===== src/rtl/mux_pkg.sv =====
// Shared types and constants for the registered channel multiplexer.
package mux_pkg;
  typedef enum logic [1:0] {IDLE, DIRECT, SCAN} mux_state_t;
  localparam logic MODE_DIRECT = 1'b0;
  localparam logic MODE_SCAN   = 1'b1;
endpackage


===== src/rtl/scan_counter.sv =====
// Channel/dwell counter for scan mode. ch is the channel of the sample being
// captured this cycle, i.e. the post-clear/post-advance counter value.
module scan_counter #(
  parameter int CHANNELS = 8,
  parameter int SEL_W    = $clog2(CHANNELS),
  parameter int DWELL_W  = 8
) (
  input  logic               clk,
  input  logic               rst_n,
  input  logic               clear,
  input  logic               advance,
  input  logic [DWELL_W-1:0] dwell,
  output logic [SEL_W-1:0]   ch
);
  logic [SEL_W-1:0]   ch_q, ch_d;
  logic [DWELL_W-1:0] dw_q, dw_d;

  always_comb begin
    ch_d = ch_q;
    dw_d = dw_q;
    if (clear) begin
      ch_d = '0;
      dw_d = '0;
    end else if (advance) begin
      // >= so a dwell shrunk below the running count still moves on
      if (dw_q >= dwell) begin
        dw_d = '0;
        ch_d = (ch_q == SEL_W'(CHANNELS - 1)) ? '0 : ch_q + SEL_W'(1);
      end else begin
        dw_d = dw_q + DWELL_W'(1);
      end
    end
  end

  assign ch = ch_d;

  always_ff @(posedge clk or negedge rst_n) begin
    if (!rst_n) begin
      ch_q <= '0;
      dw_q <= '0;
    end else begin
      ch_q <= ch_d;
      dw_q <= dw_d;
    end
  end
endmodule


===== src/rtl/mux_sel_reg.sv =====
// Registered N:1 channel multiplexer with direct/scan modes and a
// valid/ready output slot.
module mux_sel_reg
  import mux_pkg::*;
#(
  parameter int WIDTH    = 1,
  parameter int CHANNELS = 8,
  parameter int SEL_W    = $clog2(CHANNELS),
  parameter int DWELL_W  = 8
) (
  input  logic                      clk,
  input  logic                      rst_n,
  input  logic [CHANNELS*WIDTH-1:0] data_in,
  input  logic [SEL_W-1:0]          sel_in,
  input  logic                      mode,
  input  logic [DWELL_W-1:0]        dwell,
  input  logic                      enable,
  output logic [WIDTH-1:0]          out_data,
  output logic [SEL_W-1:0]          out_ch,
  output logic                      out_err,
  output logic                      out_valid,
  input  logic                      out_ready
);
  mux_state_t       state_q, state_d;
  logic [WIDTH-1:0] out_data_q, out_data_d;
  logic [SEL_W-1:0] out_ch_q, out_ch_d;
  logic             out_err_q, out_err_d;
  logic             out_valid_q, out_valid_d;

  logic             free, accept, cnt_clear, cnt_adv, oor;
  logic [SEL_W-1:0] scan_ch, pick_idx;
  logic [WIDTH-1:0] pick_data;

  assign free   = !out_valid_q || out_ready;
  assign accept = out_valid_q && out_ready;

  always_comb begin
    state_d = state_q;
    if (free) begin
      if (!enable)                state_d = IDLE;
      else if (mode == MODE_SCAN) state_d = SCAN;
      else                        state_d = DIRECT;
    end
  end

  // Counters restart whenever scan is entered from another state.
  assign cnt_clear = free && (state_d == SCAN) && (state_q != SCAN);
  assign cnt_adv   = accept && (state_q == SCAN);

  scan_counter #(
    .CHANNELS (CHANNELS),
    .SEL_W    (SEL_W),
    .DWELL_W  (DWELL_W)
  ) u_scan (
    .clk     (clk),
    .rst_n   (rst_n),
    .clear   (cnt_clear),
    .advance (cnt_adv),
    .dwell   (dwell),
    .ch      (scan_ch)
  );

  assign pick_idx = (state_d == SCAN) ? scan_ch : sel_in;
  assign oor      = int'(sel_in) >= CHANNELS;

  // Out-of-range indices match no channel and yield zero.
  always_comb begin
    pick_data = '0;
    for (int k = 0; k < CHANNELS; k++)
      if (int'(pick_idx) == k) pick_data = data_in[k*WIDTH +: WIDTH];
  end

  always_comb begin
    out_data_d  = out_data_q;
    out_ch_d    = out_ch_q;
    out_err_d   = out_err_q;
    out_valid_d = out_valid_q;
    if (free) begin
      unique case (state_d)
        DIRECT: begin
          out_data_d  = pick_data;
          out_ch_d    = sel_in;
          out_err_d   = oor;
          out_valid_d = 1'b1;
        end
        SCAN: begin
          out_data_d  = pick_data;
          out_ch_d    = scan_ch;
          out_err_d   = 1'b0;
          out_valid_d = 1'b1;
        end
        default: out_valid_d = 1'b0;
      endcase
    end
  end

  always_ff @(posedge clk or negedge rst_n) begin
    if (!rst_n) begin
      state_q     <= IDLE;
      out_data_q  <= '0;
      out_ch_q    <= '0;
      out_err_q   <= 1'b0;
      out_valid_q <= 1'b0;
    end else begin
      state_q     <= state_d;
      out_data_q  <= out_data_d;
      out_ch_q    <= out_ch_d;
      out_err_q   <= out_err_d;
      out_valid_q <= out_valid_d;
    end
  end

  assign out_data  = out_data_q;
  assign out_ch    = out_ch_q;
  assign out_err   = out_err_q;
  assign out_valid = out_valid_q;
endmodule


===== config.mk =====
export PLATFORM = sky130hd
export DESIGN_NAME = mux_sel_reg
export DESIGN_NICKNAME = d
export VERILOG_FILES = /design/src/rtl/mux_pkg.sv /design/src/rtl/scan_counter.sv /design/src/rtl/mux_sel_reg.sv
export SDC_FILE = /design/constraint.sdc
export NUM_CORES = 1
export LEC_CHECK = 0
export CAP_MARGIN = 20
export CELL_PAD_IN_SITES_DETAIL_PLACEMENT = 1
export CELL_PAD_IN_SITES_GLOBAL_PLACEMENT = 2
export CORE_AREA = 3 3 69 71
export DETAILED_ROUTE_END_ITERATION = 12
export DIE_AREA = 0 0 72 74
export HOLD_SLACK_MARGIN = 0.08
export PLACE_DENSITY_LB_ADDON = 0.1
export RECOVER_POWER = 100
export SLEW_MARGIN = 20
export SYNTH_ARGS = -nofsm -noshare
export SYNTH_HDL_FRONTEND = slang
export SYNTH_SLANG_ARGS = --single-unit

===== constraint.sdc =====
create_clock -name clk -period 6.2 [get_ports clk]
set_clock_uncertainty 0.05 [all_clocks]
set_input_delay 1.24 -clock clk [delete_from_list [all_inputs] [get_ports clk]]
set_output_delay 1.24 -clock clk [all_outputs]
set_load 0.03 [all_outputs]

==> impl_metrics.json <==
{
  "outcome": "completed",
  "number_of_antenna_violations_at_the_first_check_in_global_routing": 0,
  "stdcell_count": 219,
  "peak_vdd_ir_mv": 0.09847,
  "worst_hold_path_type": "reg2reg",
  "critPathMaxFanout": 8,
  "yosys-top-cells-area": "dfrtp_1 36%, ha_1 12%, o21ai_0 5.6%",
  "post_cts_hold_buffer_count": 0,
  "totalPowerFinal_mw": 0.4972,
  "postLayoutCoreUtil": 0.3721,
  "grt_setup_unrepaired": "no",
  "synth_largest_area_cell": "dfrtp_1",
  "layout-area-overhead-vs-synth_pct": 28.47,
  "least_margin_pin_slew_ps": 852.9,
  "simple_gate_share_of_the_synthesized_area": 0.1922,
  "numPortBuffers": 28,
  "cts.repair_timing.setup_buffer_count": 0,
  "max_cap_violations": 0,
  "gr-total-overflow": 0,
  "drt_drc_violations_left": 0,
  "cts-buffers-inserted": 3,
  "viasPerCell": 5.146,
  "cts_max_path_buffers": 2,
  "netlist.area_leader.share": 0.3622,
  "final_critical_path_setup_slack_ps": 1595,
  "min_period_over_period": 0.7427,
  "insertion_delay_ps": 260,
  "instance_count_after_placement_with_tap_cells_included": 216,
  "end_kind": "flop",
  "synth_nets": 176,
  "main_combinational_cell_family_by_area_after_synthesis": "compound AO/OA/AOI/OAI gates",
  "first_global_vias": 1191,
  "grt_max_degree": 19,
  "cts_root_buf": "clkbuf_8",
  "totalNegativeSetupSlack_ps": 0,
  "pre_cts_setup_slack_ps": 1457,
  "timing.fmax_mhz": 217.2,
  "synth_area_mm2": 0.001244,
  "final_nets": 205,
  "clk_pin_slew_worst_paths_ps": 70,
  "multi_input_area_um2": 711.9,
  "crit_arrival_ps": 4650,
  "total_leakage_power_nw": 0.7084,
  "clkSinkCount": 18,
  "postRouteAntennaNets": 0,
  "htree_levels": 1,
  "post_synth_mux_area_share": 0.05131,
  "core-area_mm2": 0.004294,
  "r2r.worst_path.cells": 11,
  "route.detailed.wl_per_inst_um": 14.76,
  "dp.final_hpwl_um": 2621,
  "criticalPathCategory": "in2reg",
  "yosysWarningCount": 0,
  "hold_viol_final": 0,
  "synth-compound-area-share": 0.2163,
  "tritoncts_clock_tree": "done",
  "worst_endpoint_required_time_ps": 6250,
  "relSlewSlack": 0.4296,
  "arithmetic_cell_share_of_the_synthesized_area_counting_full_adders_half_adders_and_majority_gates": 0.1207,
  "finalSetupViolCount": 0,
  "drtIter0Drc": 25,
  "synth_cell_types": 36,
  "top_level_ports": 30,
  "track_usage": 0.1302,
  "syn-mean-instance-area_um2": 8.884,
  "floorplan.die.height_um": 74,
  "setup.worst_path.start_class": "input pin",
  "place_congestion": 0.7804,
  "finalWorstPathRequiredPeriod_ps": 4605,
  "floorplan.initialDensity": 0.2896,
  "fraction_of_the_yosys_area_taken_by_sequential_cells": 0.3622,
  "power_density_mw_per_mm2": 311.2,
  "worst_hold_path.num_cells": 1,
  "fp.dieW_um": 72,
  "synth.ff_latch_count": 18,
  "grt_pass1_wl_um": 5478,
  "drt_wl_total_um": 3233,
  "antennaDiodeCount": 0,
  "floorplan.die_area_mm2": 0.005328,
  "slew_violations": 0,
  "synth-xor-area-share": 0,
  "post_cts_gate_resize_count": 0,
  "synthCells": 140,
  "seq_area_um2": 450.4,
  "fill_cell_count": 504,
  "post_route_cells_drive_above_1_share": 0.07186,
  "vias": 1127,
  "rows": 24,
  "drt-pass1-iter-count": 4
}
[power by group]
group | total [mW] | switching [mW] | leakage, nW | internal (mW)
clock | 0.0832 | 0.0400 | 0.0216 | 0.0432
combinational | 0.225 | 0.127 | 0.457 | 0.0975
sequential | 0.189 | 0.0360 | 0.229 | 0.153
total | 0.497 | 0.203 | 0.708 | 0.294
[registers in the layout, summed over array words and instances, names as in the netlist]
| signal | cells |
|---|---|
| out_ch | 3 |
| out_data | 1 |
| out_valid | 1 |
| state_q | 2 |
| u_scan.ch_q | 3 |
| u_scan.dw_q | 8 |
[cell usage after synthesis, drive strengths merged]
cell type / n
a21boi: 1
o211ai: 1
conb: 1
nor2b: 1
mux2: 3
and2: 1
and3: 3
dfrtp: 18
nand2: 14
nor2: 12
nand2b: 5
or2: 2
o21ai: 15
or3b: 1
ha: 12
nand3: 4
clkbuf: 3
a21oi: 6
mux2i: 3
o41ai: 1
nand3b: 1
nor3: 1
nand4b: 1
buf: 1
o21a: 4
or4: 1
o41a: 1
a21o: 2
a211o: 1
o31ai: 4
inv: 13
a311oi: 1
o221ai: 1
a2111oi: 1
[cells by family after synthesis]
kind of cell / count (synthesis)
compound gates: 39
fa+ha+maj: 12
buf+inv: 17
flops: 18
mux: 6
other cells: 1
simple gates: 47
[path summary, 6_finish.rpt]
check / from / to / slack [ps]
min: out_ch[0] / out_ch[0] / 460
min reg2reg: out_ch[0] / out_ch[0] / 460
max: dwell[0] / out_data / 1600
min in group asynchronous: rst_n / u_scan.dw_q[4] / 1490
max in group asynchronous: rst_n / out_ch[0] / 4090
max reg2reg: u_scan.dw_q[0] / out_data / 2630
[routing by layer]
layer  vias to the layer above  share of wire  track usage
met5                         -              0            0
met4                         0          0.017      0.06263
met3                         5          0.040      0.02162
met2                        22           0.52       0.2327
met1                       552           0.43       0.1522
li1                        548              -            -
[worst max-delay path, stage by stage]
cell           delay [ps]
dlygate4sd3_1         540
ha_1                  280
nand2b_1              140
a2111oi_0             470
o41a_1                350
o21ai_0               150
and2_0                180
o21ai_0               580
mux2_1                390
o31ai_1               250
a311oi_2               80
[placed cells by master, fill, tap and decap left out, types with 2 or more instances in the layout]
cell type	n
nand2_1	14
clkbuf_8	3
inv_1	13
dfrtp_1	18
dlygate4sd3_1	8
mux2_2	2
a21o_1	2
and3_2	2
mux2i_1	3
nand2b_1	5
a21oi_1	6
o21a_1	4
nand3_1	4
or2_2	2
o31ai_1	4
o21ai_0	15
clkdlybuf4s50_1	20
ha_1	12
nor2_1	12
[cell type report]
type                    instances  share of cell area
clock buffers                   3             0.02584
multi-input cells             105              0.4456
well taps                      52             0.04072
repair buffers                 28              0.1754
flip-flops and latches         18              0.2819
inverters                      13             0.03054
[metrics by stage]
| stage | hold slack, ps | area, µm² |
|---|---|---|
| detailed placement | 449.0 | 1570 |
| global placement | 433.1 | 1570 |
| floorplan | 420.7 | 1244 |
| CTS | 469.8 | 1612 |
| finish | 455.6 | 1598 |
| global route | 500.4 | 1598 |
No activity file was read; power rests on OpenSTA's default activity.
